## src/rtl/mux_pkg.sv

```systemverilog
// Shared types for the arbitrated channel multiplexer.
//   mode_e : channel selection policy (forced index or round-robin).
package mux_pkg;

  typedef enum logic {
    MODE_FORCED = 1'b0,
    MODE_RR     = 1'b1
  } mode_e;

endpackage

```

## src/rtl/arb_mux_if.sv

```systemverilog
// Handshake bundle between M upstream channels, the arbiter mux and one downstream sink.
//   mode, s              : selection policy and forced channel index
//   in_valid/in_data     : per-channel offers (channel i at in_data[i*N +: N])
//   in_ready             : per-channel accept strobe (at most one bit set)
//   out_valid/out_ready  : output handshake
//   out_data/out_sel     : registered word and the channel it came from
// master = side that drives the channels and sinks the output; slave = arb_mux.
interface arb_mux_if #(
  parameter int unsigned N = 32,
  parameter int unsigned M = 32
);
  import mux_pkg::*;

  localparam int unsigned SW = $clog2(M);

  mode_e           mode;
  logic [SW-1:0]   s;
  logic [M-1:0]    in_valid;
  logic [M*N-1:0]  in_data;
  logic [M-1:0]    in_ready;
  logic            out_valid;
  logic            out_ready;
  logic [N-1:0]    out_data;
  logic [SW-1:0]   out_sel;

  modport master (
    output mode, s, in_valid, in_data, out_ready,
    input  in_ready, out_valid, out_data, out_sel
  );

  modport slave (
    input  mode, s, in_valid, in_data, out_ready,
    output in_ready, out_valid, out_data, out_sel
  );

endinterface

```

## src/rtl/rr_arbiter.sv

```systemverilog
// Grant selection for arb_mux. Purely combinational.
//   req         : per-channel requests
//   ptr         : round-robin search start index
//   mode, s     : policy and forced index
//   grant       : one-hot grant (all-zero when nothing granted)
//   grant_idx   : encoded grant index (0 when nothing granted)
//   grant_valid : a channel was granted
module rr_arbiter import mux_pkg::*; #(
  parameter int unsigned M = 32
) (
  input  logic [M-1:0]         req,
  input  logic [$clog2(M)-1:0] ptr,
  input  mode_e                mode,
  input  logic [$clog2(M)-1:0] s,
  output logic [M-1:0]         grant,
  output logic [$clog2(M)-1:0] grant_idx,
  output logic                 grant_valid
);

  localparam int unsigned SW = $clog2(M);

  logic [SW-1:0] cand;

  always_comb begin
    grant       = '0;
    grant_idx   = '0;
    grant_valid = 1'b0;
    cand        = '0;
    if (mode == MODE_FORCED) begin
      if (req[s]) begin
        grant[s]    = 1'b1;
        grant_idx   = s;
        grant_valid = 1'b1;
      end
    end else begin
      // M is a power of two, so SW-bit addition wraps the search modulo M.
      for (int unsigned k = 0; k < M; k++) begin
        cand = ptr + SW'(k);
        if (!grant_valid && req[cand]) begin
          grant[cand] = 1'b1;
          grant_idx   = cand;
          grant_valid = 1'b1;
        end
      end
    end
  end

endmodule

```

## src/rtl/arb_mux.sv

```systemverilog
// M:1 arbitrated multiplexer with a single registered output stage.
//   clk, rst : clock and synchronous active-high reset
//   bus      : arb_mux_if slave port (channel offers, grant strobes, output handshake)
// The output register reloads whenever it is empty or being drained, giving full
// throughput with one cycle of latency. N >= 1; M a power of two in 2..64.
module arb_mux import mux_pkg::*; #(
  parameter int unsigned N = 32,
  parameter int unsigned M = 32
) (
  input logic      clk,
  input logic      rst,
  arb_mux_if.slave bus
);

  localparam int unsigned SW = $clog2(M);

  logic [M-1:0]  grant;
  logic [SW-1:0] grant_idx;
  logic          grant_valid;
  logic          load;

  logic          out_valid_q, out_valid_d;
  logic [N-1:0]  out_data_q, out_data_d;
  logic [SW-1:0] out_sel_q, out_sel_d;
  logic [SW-1:0] ptr_q, ptr_d;

  logic [N-1:0]  ch_data [M];

  rr_arbiter #(
    .M (M)
  ) u_arb (
    .req         (bus.in_valid),
    .ptr         (ptr_q),
    .mode        (bus.mode),
    .s           (bus.s),
    .grant       (grant),
    .grant_idx   (grant_idx),
    .grant_valid (grant_valid)
  );

  assign load = !out_valid_q || bus.out_ready;

  // No channel is accepted while stalled or in reset, so nothing is lost or duplicated.
  assign bus.in_ready = (load && !rst) ? grant : '0;

  always_comb begin
    for (int unsigned i = 0; i < M; i++) begin
      ch_data[i] = bus.in_data[i*N +: N];
    end
  end

  always_comb begin
    out_valid_d = out_valid_q;
    out_data_d  = out_data_q;
    out_sel_d   = out_sel_q;
    ptr_d       = ptr_q;
    if (load) begin
      if (grant_valid) begin
        out_valid_d = 1'b1;
        out_data_d  = ch_data[grant_idx];
        out_sel_d   = grant_idx;
        if (bus.mode == MODE_RR) begin
          ptr_d = grant_idx + SW'(1);
        end
      end else begin
        // Empty slot: data/sel keep the last word for observability.
        out_valid_d = 1'b0;
      end
    end
  end

  always_ff @(posedge clk) begin
    if (rst) begin
      out_valid_q <= 1'b0;
      out_data_q  <= '0;
      out_sel_q   <= '0;
      ptr_q       <= '0;
    end else begin
      out_valid_q <= out_valid_d;
      out_data_q  <= out_data_d;
      out_sel_q   <= out_sel_d;
      ptr_q       <= ptr_d;
    end
  end

  assign bus.out_valid = out_valid_q;
  assign bus.out_data  = out_data_q;
  assign bus.out_sel   = out_sel_q;

endmodule

```

## src/flat_wrapper.sv

```systemverilog
// flat-port wrapper written by rule: the top's interface ports become plain ports
module arb_mux_flat import mux_pkg::*;
#(
  parameter int unsigned N = 32,
  parameter int unsigned M = 32
)
  (clk, rst, bus_mode, bus_s, bus_in_valid, bus_in_data, bus_out_ready, bus_in_ready, bus_out_valid, bus_out_data, bus_out_sel);
  arb_mux_if #(.N(N), .M(M)) bus_i ();
  input logic clk;
  input logic rst;
  input wire logic [$bits(bus_i.mode)-1:0] bus_mode;
  input wire logic [$bits(bus_i.s)-1:0] bus_s;
  input wire logic [$bits(bus_i.in_valid)-1:0] bus_in_valid;
  input wire logic [$bits(bus_i.in_data)-1:0] bus_in_data;
  input wire logic [$bits(bus_i.out_ready)-1:0] bus_out_ready;
  output wire logic [$bits(bus_i.in_ready)-1:0] bus_in_ready;
  output wire logic [$bits(bus_i.out_valid)-1:0] bus_out_valid;
  output wire logic [$bits(bus_i.out_data)-1:0] bus_out_data;
  output wire logic [$bits(bus_i.out_sel)-1:0] bus_out_sel;
  assign bus_i.mode = bus_mode;
  assign bus_i.s = bus_s;
  assign bus_i.in_valid = bus_in_valid;
  assign bus_i.in_data = bus_in_data;
  assign bus_i.out_ready = bus_out_ready;
  assign bus_in_ready = bus_i.in_ready;
  assign bus_out_valid = bus_i.out_valid;
  assign bus_out_data = bus_i.out_data;
  assign bus_out_sel = bus_i.out_sel;
  arb_mux #(.N(N), .M(M)) u_core (.clk(clk), .rst(rst), .bus(bus_i));
endmodule
```

## config.mk

```make
export PLATFORM = sky130hd
export DESIGN_NAME = arb_mux_flat
export DESIGN_NICKNAME = d
export VERILOG_FILES = /design/src/rtl/mux_pkg.sv /design/src/rtl/arb_mux_if.sv /design/src/rtl/rr_arbiter.sv /design/src/rtl/arb_mux.sv /design/src/flat_wrapper.sv
export SDC_FILE = /design/constraint.sdc
export NUM_CORES = 1
export LEC_CHECK = 0
export BUFFER_PORTS_ARGS = -buffer_cell sky130_fd_sc_hd__buf_4
export CAP_MARGIN = 40
export CORE_AREA = 2 2 437 439
export CTS_BUF_LIST = sky130_fd_sc_hd__clkbuf_8
export DETAILED_ROUTE_END_ITERATION = 8
export DIE_AREA = 0 0 439 441
export HOLD_SLACK_MARGIN = 0.1
export PLACE_DENSITY = 0.34
export SYNTH_ARGS = -nofsm -noshare
export SYNTH_HDL_FRONTEND = slang
export SYNTH_SLANG_ARGS = --single-unit
```

## constraint.sdc

```tcl
create_clock -name clk -period 9.7 [get_ports clk]
set_input_delay 1.94 -clock clk [delete_from_list [all_inputs] [get_ports clk]]
set_output_delay 1.94 -clock clk [all_outputs]
set_load 0.01 [all_outputs]
```

# Yosys cells after proc, flatten, opt, wreduce, memory -nomap -nowiden
# Index checks and enable logic that the tools add are counted.
[classes]
n_addsub = 32
reduce_logical = 101
muxes = 301
n_lt_le_gt_ge = 67
n_bitwise = 32
[ops]
columns = ["op", "count"]
rows = [
  ["$mux 32", 68],
  ["$or 32x32->32", 31],
  ["$lt 5x6->1 const B", 33],
  ["$mux 5", 34],
  ["$bmux 1 s5", 33],
  ["$demux 1 s5", 33],
  ["$ge 5x1->1 const B", 33],
  ["$bmux 32 s5", 1],
  ["$mux 1", 132],
  ["$add 5x5->5 const B", 16],
  ["$logic_and 1x1->1", 65],
  ["$add 5x4->5 const B", 8],
  ["$logic_not 1->1", 33],
  ["$add 5x3->5 const B", 4],
  ["$add 5x1->5 const B", 2],
  ["$add 5x2->5 const B", 2],
  ["$ge 6x6->1 const B", 1],
  ["$not 5->6", 1],
  ["$reduce_and 3->1", 1],
  ["$reduce_and 2->1", 1],
  ["$logic_or 1x1->1", 1],
]
[totals]
ff_bits = 43
out_inout_bits = 70
elab_cells = 537
inputBits = 1065

# Logic depth before layout (Yosys ltp)
# Gate-level depths: netlist (run 1).
[depth]
ltp_word = 132
mapped_depth = 32
ltp_nobuf = 18

# Modules after synthesis
# A second synthesis (run 1) with hierarchy kept.
[hier_totals]
cells_unflattened = 3083
hier_area_um2 = 24928.9
[by_module_without_submodules]
columns = ["module", "area_per_inst_um2", "seq_area_each_um2", "cells_per_inst", "instances"]
rows = [
  ["rr_arbiter", 15013.1, 0.0, 2280, 1],
  ["arb_mux", 9915.8, 860.8, 803, 1],
]

# Worst setup path after synthesis (run 1)
# OpenSTA, ideal clock, no wires.
[synth_timing]
kind = "register -> output"
start = "register u_core.ptr_q[2]"
end = "output bus_in_ready[6]"
t_arrival_ns = 6.604
n_path_buf = 6
required_time_ns = 7.760
path_slack_ns = 1.156
path_stages_with_launch = 23
cell_sequence = "dfxtp_1 > buf_2 > buf_1 > clkinv_1 > clkbuf_1 > ha_1 > xnor2_1 > buf_2 > mux4_2 > mux4_2 > or2_1 > or3_1 > clkbuf_1 > or4b_4 > buf_2 > or2_0 > nor3_1 > nand2_1 > o22ai_1 > nor4_1 > o2111ai_1 > o21ai_0 > a21oi_1"
[synth_between]
elab_chain_cells = 129
elab_cells_between_ends = 475
classes_between = "add/sub (31); order compare (64); mux (255); bitwise (31); reduce/logical (94)"
[synth_lines]
columns = ["element", "line_no", "rtl"]
rows = [
  ["from (decl)", "arb_mux.sv:25", "logic [SW-1:0] ptr_q, ptr_d;"],
  ["from (signal assigned)", "arb_mux.sv:82", "ptr_q <= ptr_d;"],
  ["parallel branches: the longest is 126 deep, another holds $lt 5x6->1", "-", ""],
  ["$mux 32 *", "rr_arbiter.sv:39", "if (!grant_valid && req[cand]) begin"],
  ["$mux 32 *", "rr_arbiter.sv:29", "if (mode == MODE_FORCED) begin"],
  ["$mux 32 *", "arb_mux.sv:44", "assign bus.in_ready = (load && !rst) ? grant : '0;"],
  ["to (decl)", "flat_wrapper.sv:16", "output wire logic [$bits(bus_i.in_ready)-1:0] bus_in_ready;"],
]
# Mark *: on every way between the ends. The select of a mux whose other input is x is not followed.

# Worst setup path in the final report (run 1)
[layout_timing]
start = "input bus_in_valid[12]"
end = "output bus_in_ready[4]"
[layout_between]
elab_chain_cells = 129
elab_cells_between_ends = 287
classes_between = "mux (194); bitwise (31); reduce/logical (62)"
[layout_lines]
columns = ["element", "line_no", "rtl"]
rows = [
  ["from (decl)", "flat_wrapper.sv:13", "input wire logic [$bits(bus_i.in_valid)-1:0] bus_in_valid;"],
  ["$bmux 1 s5", "rr_arbiter.sv:39", ""],
  ["$mux 1 (implied by the code)", "rr_arbiter.sv:39", ""],
  ["$mux 1", "rr_arbiter.sv:39", ""],
  ["$mux 1", "rr_arbiter.sv:29", ""],
  ["$logic_not 1->1", "rr_arbiter.sv:39", ""],
  ["$logic_and 1x1->1", "rr_arbiter.sv:39", ""],
  ["$mux 1", "rr_arbiter.sv:39", ""],
  ["$mux 1", "rr_arbiter.sv:29", ""],
  ["(+113 left out)", "-", ""],
  ["$logic_and 1x1->1", "rr_arbiter.sv:39", ""],
  ["$mux 1", "rr_arbiter.sv:39", ""],
  ["$mux 1", "rr_arbiter.sv:29", ""],
  ["$logic_not 1->1", "rr_arbiter.sv:39", ""],
  ["$logic_and 1x1->1", "rr_arbiter.sv:39", ""],
  ["$mux 32", "rr_arbiter.sv:39", ""],
  ["$mux 32 *", "rr_arbiter.sv:29", ""],
  ["$mux 32 *", "arb_mux.sv:44", ""],
]
# Every way passes the cells marked *; elsewhere a longest branch is shown, timed or not. The select of a mux whose other input is x is not followed.

==> reports/qor.csv, run 1 <==
stage;metric;value;unit
status;outcome;finished clean;
power_and_ir_drop;p_sw;0.00794;W
sta;setup_viol;0;
synth;ys_seq_elements;43;
power_and_ir_drop;pwr-share-clk;0.014;
clock_tree;cts_setup_buffers;0;
hold_path;hp-class;flip-flop to flip-flop;
setup_path;required;7.76;ns
synth;synthArstFlopShare;0;
clock_tree;numCtsBuffers;5;
clock_tree;hold_buffers;0;
power_and_ir_drop;internal-power;0.00420;W
power_and_ir_drop;vdd_drop_max;0.000151;V
synth;synth_area_leaders;nand2_1, mux4_2, nand3_1;
die;rows;160;
routing;drc;0;
die;coreArea;189000;um2
finish;final.fill_count;21700;
sta;period_share;0.976;
routing;wl_per_cell;41.4;um
finish;final_layout_size_suffix_gt1_frac;0.395;
sta;rsz0062_at_grt;false;
power_and_ir_drop;power_frac_comb;0.952;
setup_path;end_kind;output port;
die;fp.dieW;439;um
global_route;grt_max_degree;97;
clock_tree;clk_pin_slew;0.11;ns
setup_path;path_class;input pin to output port;
sta;min_period;9.47;ns
power_and_ir_drop;p_leak;18.8;nW
power_and_ir_drop;power_density;270;nW/um2
finish;fin_nets;7076;
finish;synthToLayoutAreaGrowth;72.3;%
sta;finalMaxSlewViolations;0;
synth;synth-edff-count;0;
global_route;grt.total_usage;0.347;
clock_tree;clkLatencyLatePin;0.42;ns
global_route;antenna_found_initial;68;
clock_tree;cts.sinks;43;
synth;syn_area_per_cell;6.09;um2
synth;ys.flop_type;dfxtp_1;
placed_design;hpwlAfterDp;300000;um
clock_tree;cts_tree;done;
routing;first_pass_iters;6;
synth;synth_top_cell_area_share;0.142;
setup_path;crit_arrival;7.53;ns
finish;multi_input_area;23600;um2
routing;vias_per_cell;5.52;
synth;syn_area;26100;um2
die;die-area;194000;um2
setup_path;r2r_slack;1.07;ns
die;die_y;441;um
routing;wl;353000;um
die;io_pins;1135;
global_route;grt_pass1_vias;45200;
sta;max_freq;106;MHz
placed_design;io_buffer_count;1134;
synth;yosys_warnings;0;
sta;setup_tns;0;ns
setup_path;startpoint_type;input pin;
die;initial_core_util;0.138;
clock_tree;clockBufferDepth;2;
synth;yosysSeqAreaShare;0.0330;
power_and_ir_drop;p_total;0.0121;W
synth;ys_types;91;
global_route;grt_pass1_wl;452000;um
global_route;grt.overflow.total;0;
synth;synthCells;4280;
synth;synth_common_cells;nand2_1, nor2_1, nand3_1;
clock_tree;cts-root-buf;clkbuf_8;
sta;tightestPinTransition;1.03;ns
setup_path;crit_fanout;9;
sta;relSlewSlack;0.306;
synth;synthesis.nets;5364;
setup_path;cp_slowest_cell;nor4_1;
setup_path;crit_top_cell;buf_4;
synth;yosysMostFrequentCell;nand2_1;
synth;yosysTopAreaCell;nand2_1;
routing;drt_iter0_drc;6325;
sta;clock_skew;0.0423;ns
finish;final-seq-area;870;um2
clock_tree;h-tree-depth;2;
power_and_ir_drop;pwr-share-seq;0.034;
power_and_ir_drop;swShare;0.654;
clock_tree;cts_resized;0;
setup_path;crit_chain;buf_4 > nand3b_1 > mux2_2 > nand4_1 > a2bb2o_1 > nor3_1 > buf_4 > nand4_1 > nor3_1 > buf_4 > nand2_1 > buf_4 > buf_4 > o22ai_1 > a311oi_1 > o221ai_1 > nor4_1 > o21ai_0 > o41ai_1 > a21oi_1 > buf_4;
routing;postRouteAntennaNets;0;
job;max_cap_violations;0;
setup_path;cp_slowest_stage_delay;0.58;ns
placed_design;gp_congestion;1.10;
routing;dr_total_vias;47100;
sta;hold_violations;0;
[logic make-up after synthesis]
kind of cell             share of synthesized area
multiplexers                                 0.127
AO/OA/AOI/OAI                                0.388
adder cells (fa/ha/maj)                    0.00912
AND/OR/NAND/NOR                              0.350
XOR/XNOR                                    0.0138
buffers and inverters                       0.0787
flip-flops                                  0.0330
[cell type report]
| type | instances | share of cell area |
|---|---|---|
| tap | 2511 | 0.0700 |
| sequential | 43 | 0.0194 |
| timing repair buffer | 2110 | 0.374 |
| clock buffer | 5 | 0.00153 |
| antenna | 29 | 0.00162 |
| inverter | 92 | 0.00822 |
| clock inverter | 3 | 0.000530 |
| multi-input combinational | 3740 | 0.525 |
[metal layers]
layer / routed length [um] / global-route usage / vias up / part of all wire
met5: 225 / 0 / - / 0.00064
met3: 29200 / 0.0789 / 550 / 0.083
met1: 142000 / 0.431 / 23800 / 0.40
met2: 166000 / 0.577 / 2893 / 0.47
li1: - / - / 19800 / -
met4: 15700 / 0.138 / 32 / 0.045
[critical path: cells and delay by family]
family	cells	cell delay [ns]
AO/OA/AOI/OAI	7	2.54
AND/OR/NAND/NOR	7	1.68
buffers and inverters	6	1.17
multiplexers	1	0.16
[power groups by stage]
stage          sequential (W)  clock [W]  combinational (W)
2_1_floorplan        0.000314          0            0.00463
3_3_place_gp         0.000414          0             0.0113
3_5_place_dp         0.000415          0             0.0113
4_1_cts              0.000409   0.000174             0.0113
5_1_grt              0.000414   0.000175             0.0118
6_report             0.000417   0.000167             0.0116
[flip-flops by register name, indices dropped and copies added, names as in the netlist]
register	flops
u_core.ptr_q	5
u_core.bus.out_valid	1
u_core.bus.out_sel	5
u_core.bus.out_data	32
[path summary, 6_finish.rpt]
kind,start,end,cells past startpoint
worst max-delay path,bus_in_valid[12],bus_in_ready[4],21
worst min-delay path,u_core.bus.out_data[18],u_core.bus.out_data[18],4
worst max register to register,u_core.ptr_q[2],u_core.bus.out_data[7],26
worst min register to register,u_core.bus.out_data[18],u_core.bus.out_data[18],4
[cells in the final DEF, fill, tap and decap left out, types with 19 or more instances in the layout]
cell type and count:
dfxtp_1 38, nor2_1 334, o211ai_1 92, inv_1 85, a21o_1 66, a211oi_1 188
buf_4 2012, o211a_1 36, and3_1 78, a311o_1 64, o22ai_1 254, nor4_1 47
nand2_1 988, o221ai_1 104, nand4_1 19, nor3_1 91, or4_1 19, diode_2 29
o31ai_1 21, a311oi_1 43, nand3_1 338, xnor2_1 19, a21oi_1 213, buf_12 68
o21ai_0 76, mux4_2 96, mux2i_1 52, a31oi_1 114, mux2_2 52, o22a_1 19
[metrics by stage]
step	cells	setup WS [ns]	hold WS [ns]	cell area, um2	utilization
finish	8533	0.229	0.656	44900	0.237
global route	8521	0.241	0.721	44900	0.237
CTS	8503	0.406	0.667	44800	0.237
detailed placement	8495	0.407	0.648	44700	0.236
global placement	8448	0.241	0.648	44300	0.234
floorplan	4280	1.16	0.511	26100	-
Power figures use the tool's default switching activity.
==> run 2, diff against run 1 <==
Settings changed: CTS_BUF_LIST sky130_fd_sc_hd__clkbuf_8 to unset.
==> run 2 against run 1 <==
  * Flip-flop and latch count stayed put
  * Global-route usage about the same
  * Largest cell class unchanged
  * Highest routed layer unchanged
  * Setup slack lost 0.060 ns
  * First-iteration DRC count rose by 2.1%
  * Via count down 0.18%
  * Critical endpoint unchanged
  * Critical path depth did not move
==> reports/qor.csv, run 2 (same netlist as run 1, synthesis figures left out) <==
stage;metric;value;unit
clock_tree;h-tree-depth;2;
routing;wl_per_cell;41.4;um
sta;tightestPinTransition;0.985;ns
global_route;antenna_found_initial;66;
setup_path;path_class;input pin to output port;
sta;clock_skew;0.0294;ns
finish;final_cell_mix;buf_4, nand2_1, nand3_1, nor2_1, o22ai_1;
routing;dr_total_vias;47000;
finish;fin_nets;7076;
global_route;grt_pass1_vias;45100;
setup_path;crit_arrival;7.59;ns
global_route;grt_max_degree;97;
finish;synthToLayoutAreaGrowth;72.5;%
clock_tree;clockBufferDepth;2;
global_route;grt.overflow.total;0;
routing;postRouteAntennaNets;0;
clock_tree;hold_buffers;0;
setup_path;crit_fanout;9;
placed_design;placedInstanceArea;44700;um2
clock_tree;cts_resized;0;
die;io_pins;1135;
setup_path;end_kind;output port;
finish;final_common_cell;buf_4;
clock_tree;cts_tree;done;
die;initial_core_util;0.138;
sta;setup_viol;0;
global_route;grt.total_usage;0.347;
hold_path;hp-class;flip-flop to flip-flop;
power_and_ir_drop;vdd_drop_max;0.000151;V
die;die-area;194000;um2
clock_tree;cts.sinks;43;
sta;finalMaxSlewViolations;0;
placed_design;io_buffer_count;1134;
power_and_ir_drop;p_leak;18.9;nW
sta;min_period;9.53;ns
finish;final_layout_size_suffix_gt1_frac;0.395;
sta;setup_tns;0;ns
finish;largest_reg_flops;32;
clock_tree;cts_setup_buffers;0;
status;outcome;finished clean;
routing;drt_iter0_drc;6459;
global_route;grt_pass1_wl;452000;um
die;coreArea;189000;um2
job;max_cap_violations;0;
clock_tree;cts-root-buf;clkbuf_16;
die;fp.dieW;439;um
sta;rsz0062_at_grt;false;
routing;vias_per_cell;5.51;
clock_tree;numCtsBuffers;5;
placed_design;gp_congestion;1.10;
finish;stdcell_area;44900;um2
routing;first_pass_iters;7;
sta;max_freq;105;MHz
routing;drc;0;
sta;hold_violations;0;
setup_path;startpoint_type;input pin;
power_and_ir_drop;power_density;271;nW/um2
die;die_y;441;um
clock_tree;clk_pin_slew;0.07;ns
placed_design;hpwlAfterDp;300000;um
sta;relSlewSlack;0.341;
clock_tree;clkLatencyLatePin;0.36;ns
setup_path;required;7.76;ns
die;rows;160;
routing;wl;353000;um
sta;period_share;0.983;
run 2: changes by cell type in the layout (fill, tap and decap cells not counted), sizes merged:
| cell | change |
|---|---|
| diode | -5 |
run 2: layer usage:
layer  wire length (um)  track usage
met1             141000        0.431
met3              29300       0.0794
met5                239            0
met2             166000        0.579
met4              15800        0.134
run 2: final cells by class:
| cell class | instances | area [um2] |
|---|---|---|
| Sequential cell | 43 | 870 |
| Tap cell | 2511 | 3140 |
| Fill cell | 21700 | 144000 |
| Inverter | 92 | 369 |
| Timing Repair Buffer | 2110 | 16800 |
| Multi-Input combinational cell | 3740 | 23600 |
| Clock inverter | 3 | 23.8 |
| Antenna cell | 24 | 60.1 |
| Clock buffer | 5 | 125 |
run 2: final timing paths:
path | cells after the start | to | slack (ns) | from
hold reg to reg | 4 | u_core.bus.out_data[18] | 0.65 | u_core.bus.out_data[18]
setup / recovery | 21 | bus_in_ready[4] | 0.17 | bus_in_valid[15]
setup reg to reg | 25 | u_core.bus.out_data[6] | 1.04 | u_core.ptr_q[2]
hold / removal | 4 | u_core.bus.out_data[18] | 0.65 | u_core.bus.out_data[18]
run 2: worst max-delay path: stages:
cell      delay, ns
buf_4          0.17
nor3_1         0.06
mux2i_1        0.17
nand4_1        0.53
a2bb2o_1       0.56
nor3_1         0.14
buf_4          0.18
nand4_1        0.17
nor3_1         0.13
buf_4          0.19
nand2_1        0.07
buf_4          0.17
buf_4          0.26
o22ai_1        0.13
a311oi_1       0.51
o221ai_1       0.39
nor4_1         0.58
o21ai_0        0.26
o41ai_1        0.58
a21oi_1        0.18
buf_4          0.18
run 2: metrics by stage:
step	total power [W]	setup slack, ns	util	instances	hold WS [ns]
2_1_floorplan	0.00494	1.16	-	4280	0.511
3_3_place_gp	0.0117	0.241	0.234	8448	0.648
3_5_place_dp	0.0117	0.407	0.236	8495	0.648
4_1_cts	0.0120	0.406	0.237	8503	0.661
5_1_grt	0.0125	0.241	0.237	8519	0.716
6_report	0.0122	0.168	0.238	8528	0.649
run 2: power by group:
part	total (W)	leakage [nW]	switching [W]	internal, W
clock	0.000215	0.0666	0.000117	0.0000977
combinational	0.0116	18.4	0.00765	0.00390
sequential	0.000416	0.359	0.000170	0.000246
